[src/rtl/fir_mac_param_if.sv]
// fir_mac_param_if: bundles the sample, coefficient and result handshakes of fir_mac_param.
interface fir_mac_param_if #(
   parameter int TAPS   = 4,
   parameter int DATA_W = 8,
   parameter int COEF_W = 8
);
   logic                      in_valid;
   logic                      in_ready;
   logic signed [DATA_W-1:0]  in_data;
   logic                      coef_we;
   logic [$clog2(TAPS)-1:0]   coef_addr;
   logic signed [COEF_W-1:0]  coef_data;
   logic                      out_valid;
   logic                      out_ready;
   logic signed [DATA_W-1:0]  out_data;
   logic                      busy;
   modport master (
      output in_valid, in_data, coef_we, coef_addr, coef_data, out_ready,
      input  in_ready, out_valid, out_data, busy
   );
   modport slave (
      input  in_valid, in_data, coef_we, coef_addr, coef_data, out_ready,
      output in_ready, out_valid, out_data, busy
   );
endinterface

[src/rtl/fir_mac_param.sv]
// fir_mac_param: sample-serial FIR on one shared MAC; define FIR_SATURATE_EN to clamp instead of wrap the output.
module fir_mac_param #(
   parameter int TAPS   = 4,
   parameter int DATA_W = 8,
   parameter int COEF_W = 8,
   parameter int ACC_W  = DATA_W + COEF_W + $clog2(TAPS),
   parameter int SHIFT  = 0
) (
   input logic            clk,
   input logic            global_reset,
   fir_mac_param_if.slave bus
);
   localparam int AW = $clog2(TAPS);
   localparam int KW = $clog2(TAPS + 1);
   localparam int PW = DATA_W + COEF_W;
`ifdef FIR_SATURATE_EN
   localparam logic signed [ACC_W-1:0] SAT_HI = ACC_W'((2 ** (DATA_W - 1)) - 1);
   localparam logic signed [ACC_W-1:0] SAT_LO = ~SAT_HI;
`endif
   typedef enum logic [1:0] {IDLE, MAC, OUT} state_t;
   state_t                    state_q;
   logic [KW-1:0]             k_q;
   logic [AW-1:0]             wr_ptr_q;
   logic signed [ACC_W-1:0]   acc_q;
   logic signed [ACC_W-1:0]   prod_q;
   logic signed [DATA_W-1:0]  hist_q [TAPS];
   logic signed [COEF_W-1:0]  coef_q [TAPS];
   logic                      in_ready_q;
   logic                      out_valid_q;
   logic signed [DATA_W-1:0]  out_data_q;
   logic                      busy_q;
   int                        rd_idx;
   logic [AW-1:0]             h_idx;
   logic [AW-1:0]             k_idx;
   logic signed [PW-1:0]      mul_d;
   logic signed [ACC_W-1:0]   prod_d;
   logic signed [ACC_W-1:0]   sum_d;
   logic signed [DATA_W-1:0]  y_d;
   logic                      coef_ok;
`ifdef FIR_SATURATE_EN
   logic signed [ACC_W-1:0]   res_d;
`endif
   assign bus.in_ready  = in_ready_q;
   assign bus.out_valid = out_valid_q;
   assign bus.out_data  = out_data_q;
   assign bus.busy      = busy_q;
   assign coef_ok       = int'(bus.coef_addr) < TAPS;
   // Products are registered one stage ahead of the accumulator, so the last
   // MAC cycle folds the final product straight into the output register.
   always_comb begin
      rd_idx = int'(wr_ptr_q) - int'(k_q);
      rd_idx = (rd_idx < 0) ? rd_idx + TAPS : rd_idx;
      h_idx  = AW'(rd_idx);
      k_idx  = (k_q < KW'(TAPS)) ? k_q[AW-1:0] : '0;
      mul_d  = PW'(coef_q[k_idx]) * PW'(hist_q[h_idx]);
      prod_d = ACC_W'(mul_d);
      sum_d  = acc_q + prod_q;
`ifdef FIR_SATURATE_EN
      res_d  = sum_d >>> SHIFT;
      y_d    = (res_d > SAT_HI) ? SAT_HI[DATA_W-1:0] : (res_d < SAT_LO) ? SAT_LO[DATA_W-1:0] : res_d[DATA_W-1:0];
`else
      y_d    = DATA_W'(sum_d >>> SHIFT);
`endif
   end
   always_ff @(posedge clk) begin
      if (!global_reset) begin
         state_q     <= IDLE;
         k_q         <= '0;
         wr_ptr_q    <= '0;
         acc_q       <= '0;
         prod_q      <= '0;
         in_ready_q  <= 1'b1;
         out_valid_q <= 1'b0;
         out_data_q  <= '0;
         busy_q      <= 1'b0;
         for (int i = 0; i < TAPS; i++) begin
            hist_q[i] <= '0;
            coef_q[i] <= '0;
         end
      end else begin
         case (state_q)
            IDLE: begin
               if (bus.coef_we && coef_ok) coef_q[bus.coef_addr] <= bus.coef_data;
               if (bus.in_valid) begin
                  hist_q[wr_ptr_q] <= bus.in_data;
                  acc_q            <= '0;
                  prod_q           <= '0;
                  k_q              <= '0;
                  in_ready_q       <= 1'b0;
                  busy_q           <= 1'b1;
                  state_q          <= MAC;
               end
            end
            MAC: begin
               acc_q  <= sum_d;
               prod_q <= prod_d;
               k_q    <= k_q + 1'b1;
               if (k_q == KW'(TAPS)) begin
                  out_data_q  <= y_d;
                  out_valid_q <= 1'b1;
                  state_q     <= OUT;
               end
            end
            OUT: begin
               if (bus.out_ready) begin
                  out_valid_q <= 1'b0;
                  in_ready_q  <= 1'b1;
                  busy_q      <= 1'b0;
                  wr_ptr_q    <= (wr_ptr_q == AW'(TAPS - 1)) ? '0 : wr_ptr_q + 1'b1;
                  state_q     <= IDLE;
               end
            end
            default: state_q <= IDLE;
         endcase
      end
   end
endmodule

[src/flat_wrapper.sv]
// flat-port wrapper written by rule: the top's interface ports become plain ports
module fir_mac_param_flat 
#(
   parameter int TAPS   = 4,
   parameter int DATA_W = 8,
   parameter int COEF_W = 8,
   parameter int ACC_W  = DATA_W + COEF_W + $clog2(TAPS),
   parameter int SHIFT  = 0
)
  (clk, global_reset, bus_in_valid, bus_in_data, bus_coef_we, bus_coef_addr, bus_coef_data, bus_out_ready, bus_in_ready, bus_out_valid, bus_out_data, bus_busy);
  fir_mac_param_if #(.TAPS(TAPS), .DATA_W(DATA_W), .COEF_W(COEF_W)) bus_i ();
  input logic clk;
  input logic global_reset;
  input wire logic [$bits(bus_i.in_valid)-1:0] bus_in_valid;
  input wire logic [$bits(bus_i.in_data)-1:0] bus_in_data;
  input wire logic [$bits(bus_i.coef_we)-1:0] bus_coef_we;
  input wire logic [$bits(bus_i.coef_addr)-1:0] bus_coef_addr;
  input wire logic [$bits(bus_i.coef_data)-1:0] bus_coef_data;
  input wire logic [$bits(bus_i.out_ready)-1:0] bus_out_ready;
  output wire logic [$bits(bus_i.in_ready)-1:0] bus_in_ready;
  output wire logic [$bits(bus_i.out_valid)-1:0] bus_out_valid;
  output wire logic [$bits(bus_i.out_data)-1:0] bus_out_data;
  output wire logic [$bits(bus_i.busy)-1:0] bus_busy;
  assign bus_i.in_valid = bus_in_valid;
  assign bus_i.in_data = bus_in_data;
  assign bus_i.coef_we = bus_coef_we;
  assign bus_i.coef_addr = bus_coef_addr;
  assign bus_i.coef_data = bus_coef_data;
  assign bus_i.out_ready = bus_out_ready;
  assign bus_in_ready = bus_i.in_ready;
  assign bus_out_valid = bus_i.out_valid;
  assign bus_out_data = bus_i.out_data;
  assign bus_busy = bus_i.busy;
  fir_mac_param #(.TAPS(TAPS), .DATA_W(DATA_W), .COEF_W(COEF_W), .ACC_W(ACC_W), .SHIFT(SHIFT)) u_core (.clk(clk), .global_reset(global_reset), .bus(bus_i));
endmodule
[config.mk]
export PLATFORM = sky130hd
export DESIGN_NAME = fir_mac_param_flat
export DESIGN_NICKNAME = d
export VERILOG_FILES = /design/src/rtl/fir_mac_param_if.sv /design/src/rtl/fir_mac_param.sv /design/src/flat_wrapper.sv
export SDC_FILE = /design/constraint.sdc
export NUM_CORES = 1
export LEC_CHECK = 0
export CORE_MARGIN = 2
export CORE_UTILIZATION = 54
export CTS_CLUSTER_SIZE = 24
export DETAILED_ROUTE_END_ITERATION = 8
export MAX_ROUTING_LAYER = met4
export PLACE_DENSITY = 0.79
export SKIP_CTS_REPAIR_TIMING = 1
export SLEW_MARGIN = 20
export SYNTH_ARGS = -nofsm -noshare
export SYNTH_HDL_FRONTEND = slang
export SYNTH_SLANG_ARGS = --single-unit
[constraint.sdc]
create_clock -name clk -period 5.2 [get_ports clk]
set_input_delay 0.52 -clock clk [delete_from_list [all_inputs] [get_ports clk]]
set_output_delay 0.52 -clock clk [all_outputs]
set_load 0.01 [all_outputs]
==> impl_metrics.csv <==
group,metric,value,unit
synth,synth-simple-area-share,18.8,%
route,vias,3646,
synth,synth.largest_area_cell,"edfxtp_1",
synth,syn_area_per_cell,11.2,µm²
sta,fin_ws,283,ps
global_route,antenna_found_initial,0,
finish,drive_gt1_share,10.8,%
global_route,grt_max_degree,48,
route,drt_iter0_drc,214,
synth,synth_top_family_by_area,"simple AND/OR/NAND/NOR gates",
route,drc,0,
hold_path,holdPathEnd,"u_core.bus.out_data[6]",
finish,area_growth,14.9,%
pwr,p_per_area,293,nW/µm²
global_route,grt_pass1_wl,18.8,mm
hold_path,hp-start,"u_core.bus.out_data[6]",
finish,nNetsFinal,608,
finish,final_common_cell,"and2_1",
place,hpwl,8.11,mm
synth,synth_compound_area_share,8.61,%
synth,synthMuxAreaShare,5.51,%
outcome,status,"finished clean",
synth,ys_async_sr_fraction,0,%
synth,synth.distinct_cells,40,
sta,setup_violations,0,
critical_path,critPathRequiredTime,5520,ps
sta,max_freq,203,MHz
sta,drv_slew,0,
critical_path,r2r-start,"u_core.k_q[1]",
flow_run,cap_violations,0,
route,via_per_inst,5.36,
sta,setup_tns,0,ps
global_route,grt_overflow,0,
route,routedWlPerCell,15.9,µm
place,placed_area,6060,µm²
global_route,grt_use_met1,27.8,%
die,io_pins,34,
synth,synth_top_flop_cell,"edfxtp_1",
die,rows,36,
pwr,ir_drop,195,µV
synth,syn-num-nets,561,
hold_path,min_path_type,"flip-flop to flip-flop",
finish,fillers,754,
place,dp_cells,660,
die,start_util,56.0,%
finish,final_cells,680,
place,pre_cts_ws,-43.6,ps
place,place_congestion,0.908,
route,finalWirelength,10.8,mm
clocking,insertion_delay,380,ps
sta,finalCritPeriodShare,94.6,%
pwr,p_leak,2.57,nW
finish,mostFrequentLayoutCells,"and2_1, edfxtp_1, nand2_1, inv_1, dfxtp_1",
die,die_x,105,µm
route,drtPass1Iterations,4,
sta,slew_headroom,38.1,%
sta,rsz0062_at_grt,"no",
sta,finalCriticalPeriod,4920,ps
sta,final_hold_viol_count,0,
finish,finalInstanceArea,6350,µm²
clocking,cts.clk_slew.worst_paths,100,ps
clocking,clk_path_buf_depth,2,
clocking,cts.htree.levels,3,
global_route,grt_pass1_vias,3831,
critical_path,critPathCaptureType,"flip-flop",
synth,synthCells,495,
global_route,grtUsageMet2,36.5,%
global_route,busiest_layer,"met2",
die,core,9860,µm²
die,die_y,105,µm
critical_path,worst-r2r-cell-count,20,
synth,syn_area,5520,µm²
critical_path,worst_ep_arrival_time,5240,ps
clocking,cts_buffers,9,
sta,worst_pin_slew,927,ps
global_route,grt_use_met3,4.18,%
synth,synth_top_area_share,34.8,%
synth,synthXorXnorAreaFrac,4.33,%
synth,synth_fa_ha_area_share,11.5,%
synth,ys_ff_latch,98,
clocking,cts_tree,"yes",
place,io_buffers,33,
die,dieArea,11100,µm²
synth,synth_area_leaders,"edfxtp_1, dfxtp_1, and2_1",
critical_path,crit_path_max_fanout,7,
synth,yosysSeqAreaShare,47.1,%
critical_path,r2r_slack,280,ps
synth,yosysWarnings,0,
global_route,track_usage,22.2,%
clocking,root_buffer,"clkbuf_8",
critical_path,critical_path_class,"flip-flop to flip-flop",
clocking,cts.sinks,98,
route,ant_nets,0,
synth,synth_edf_count,64,
hold_path,whs_path_depth,2,
critical_path,rr_endpoint,"u_core.prod_q[7]",
sta,skew,5.92,ps
finish,insertedDiodeCount,0,
critical_path,start_kind,"flip-flop",
## per-stage QoR
step                hold WS, ps  power, mW  utilization, %
floorplan                   463       1.19               -
global placement            455       1.29            61.5
detailed placement          462       1.30            61.5
CTS                         480       1.86            63.8
global route                492       1.96            64.3
finish                      476       1.86            64.3
## cells by family after synthesis
logic type,count (synthesis)
xor gates and xnor gates,21
DFF,98
AOI/OAI and AO/OA,70
and+or+nand+nor,188
buffers and inverters,54
muxes,21
adders and majority gates,43
## critical path: stages, from the launching register on
cell	delay (ps)
dfxtp_1	440
xnor3_2	460
buf_4	170
mux4_2	360
and2_2	210
ha_1	270
inv_1	50
fa_1	500
inv_1	50
ha_1	270
inv_1	50
fa_1	580
inv_1	60
ha_1	280
a21o_1	170
a21oi_2	140
xnor2_1	140
xnor2_1	150
xnor3_1	230
o21ai_1	120
and2_1	130
## cells in the mapped netlist (8+ instances only)
library cell / number
inv_1: 37
a21oi_1: 11
edfxtp_1: 64
nor2b_1: 26
dfxtp_1: 34
a21boi_0: 8
mux2i_1: 9
o21ai_0: 13
nor2_1: 11
ha_1: 30
xnor2_1: 15
a22oi_1: 19
clkbuf_1: 8
nand2_1: 41
fa_1: 13
and2_1: 84
## metal layers
| layer | vias up | part of all wire [%] |
|---|---|---|
| li1 | 1792 | - |
| met1 | 1784 | 45 |
| met2 | 52 | 51 |
| met3 | 18 | 2.8 |
| met4 | 0 | 1.7 |
| met5 | - | 0 |
## worst max path at each step
| stage | from | end | slack (ps) | depth (start not counted) |
|---|---|---|---|---|
| floorplan | u_core.wr_ptr_q[0] | u_core.prod_q[7] | 310 | 18 |
| global placement | u_core.wr_ptr_q[0] | u_core.prod_q[7] | 190 | 22 |
| detailed placement | u_core.wr_ptr_q[0] | u_core.prod_q[7] | -40 | 22 |
| CTS | u_core.wr_ptr_q[0] | u_core.prod_q[7] | -70 | 22 |
| global route | u_core.k_q[0] | u_core.prod_q[7] | 50 | 21 |
| finish | u_core.k_q[1] | u_core.prod_q[7] | 280 | 20 |
## registers in the layout, summed over array words and instances, names as in the netlist
name / cells
u_core.bus.out_data: 8
u_core.wr_ptr_q: 2
u_core.prod_q: 8
u_core.hist_q: 32
u_core.bus.busy: 1
u_core.coef_q: 32
u_core.acc_q: 8
u_core.k_q: 3
u_core.state_q: 2
u_core.bus.in_ready: 1
u_core.bus.out_valid: 1
## where the power goes
group | switching (mW) | total, mW | internal, mW
sequential | 0.0199 | 0.888 | 0.869
clock | 0.288 | 0.569 | 0.280
combinational | 0.205 | 0.403 | 0.198
## area by class of cell
type / count / area, µm² / share of cell area, %
Multi-Input combinational cell: 343 / 2720 / 42.8
Sequential cell: 98 / 2600 / 41.0
Timing Repair Buffer: 53 / 493 / 7.77
Tap cell: 133 / 166 / 2.62
Inverter: 37 / 139 / 2.19
Clock buffer: 9 / 124 / 1.95
Clock inverter: 7 / 106 / 1.68
Note: power is estimated with default switching activity, not from simulation.
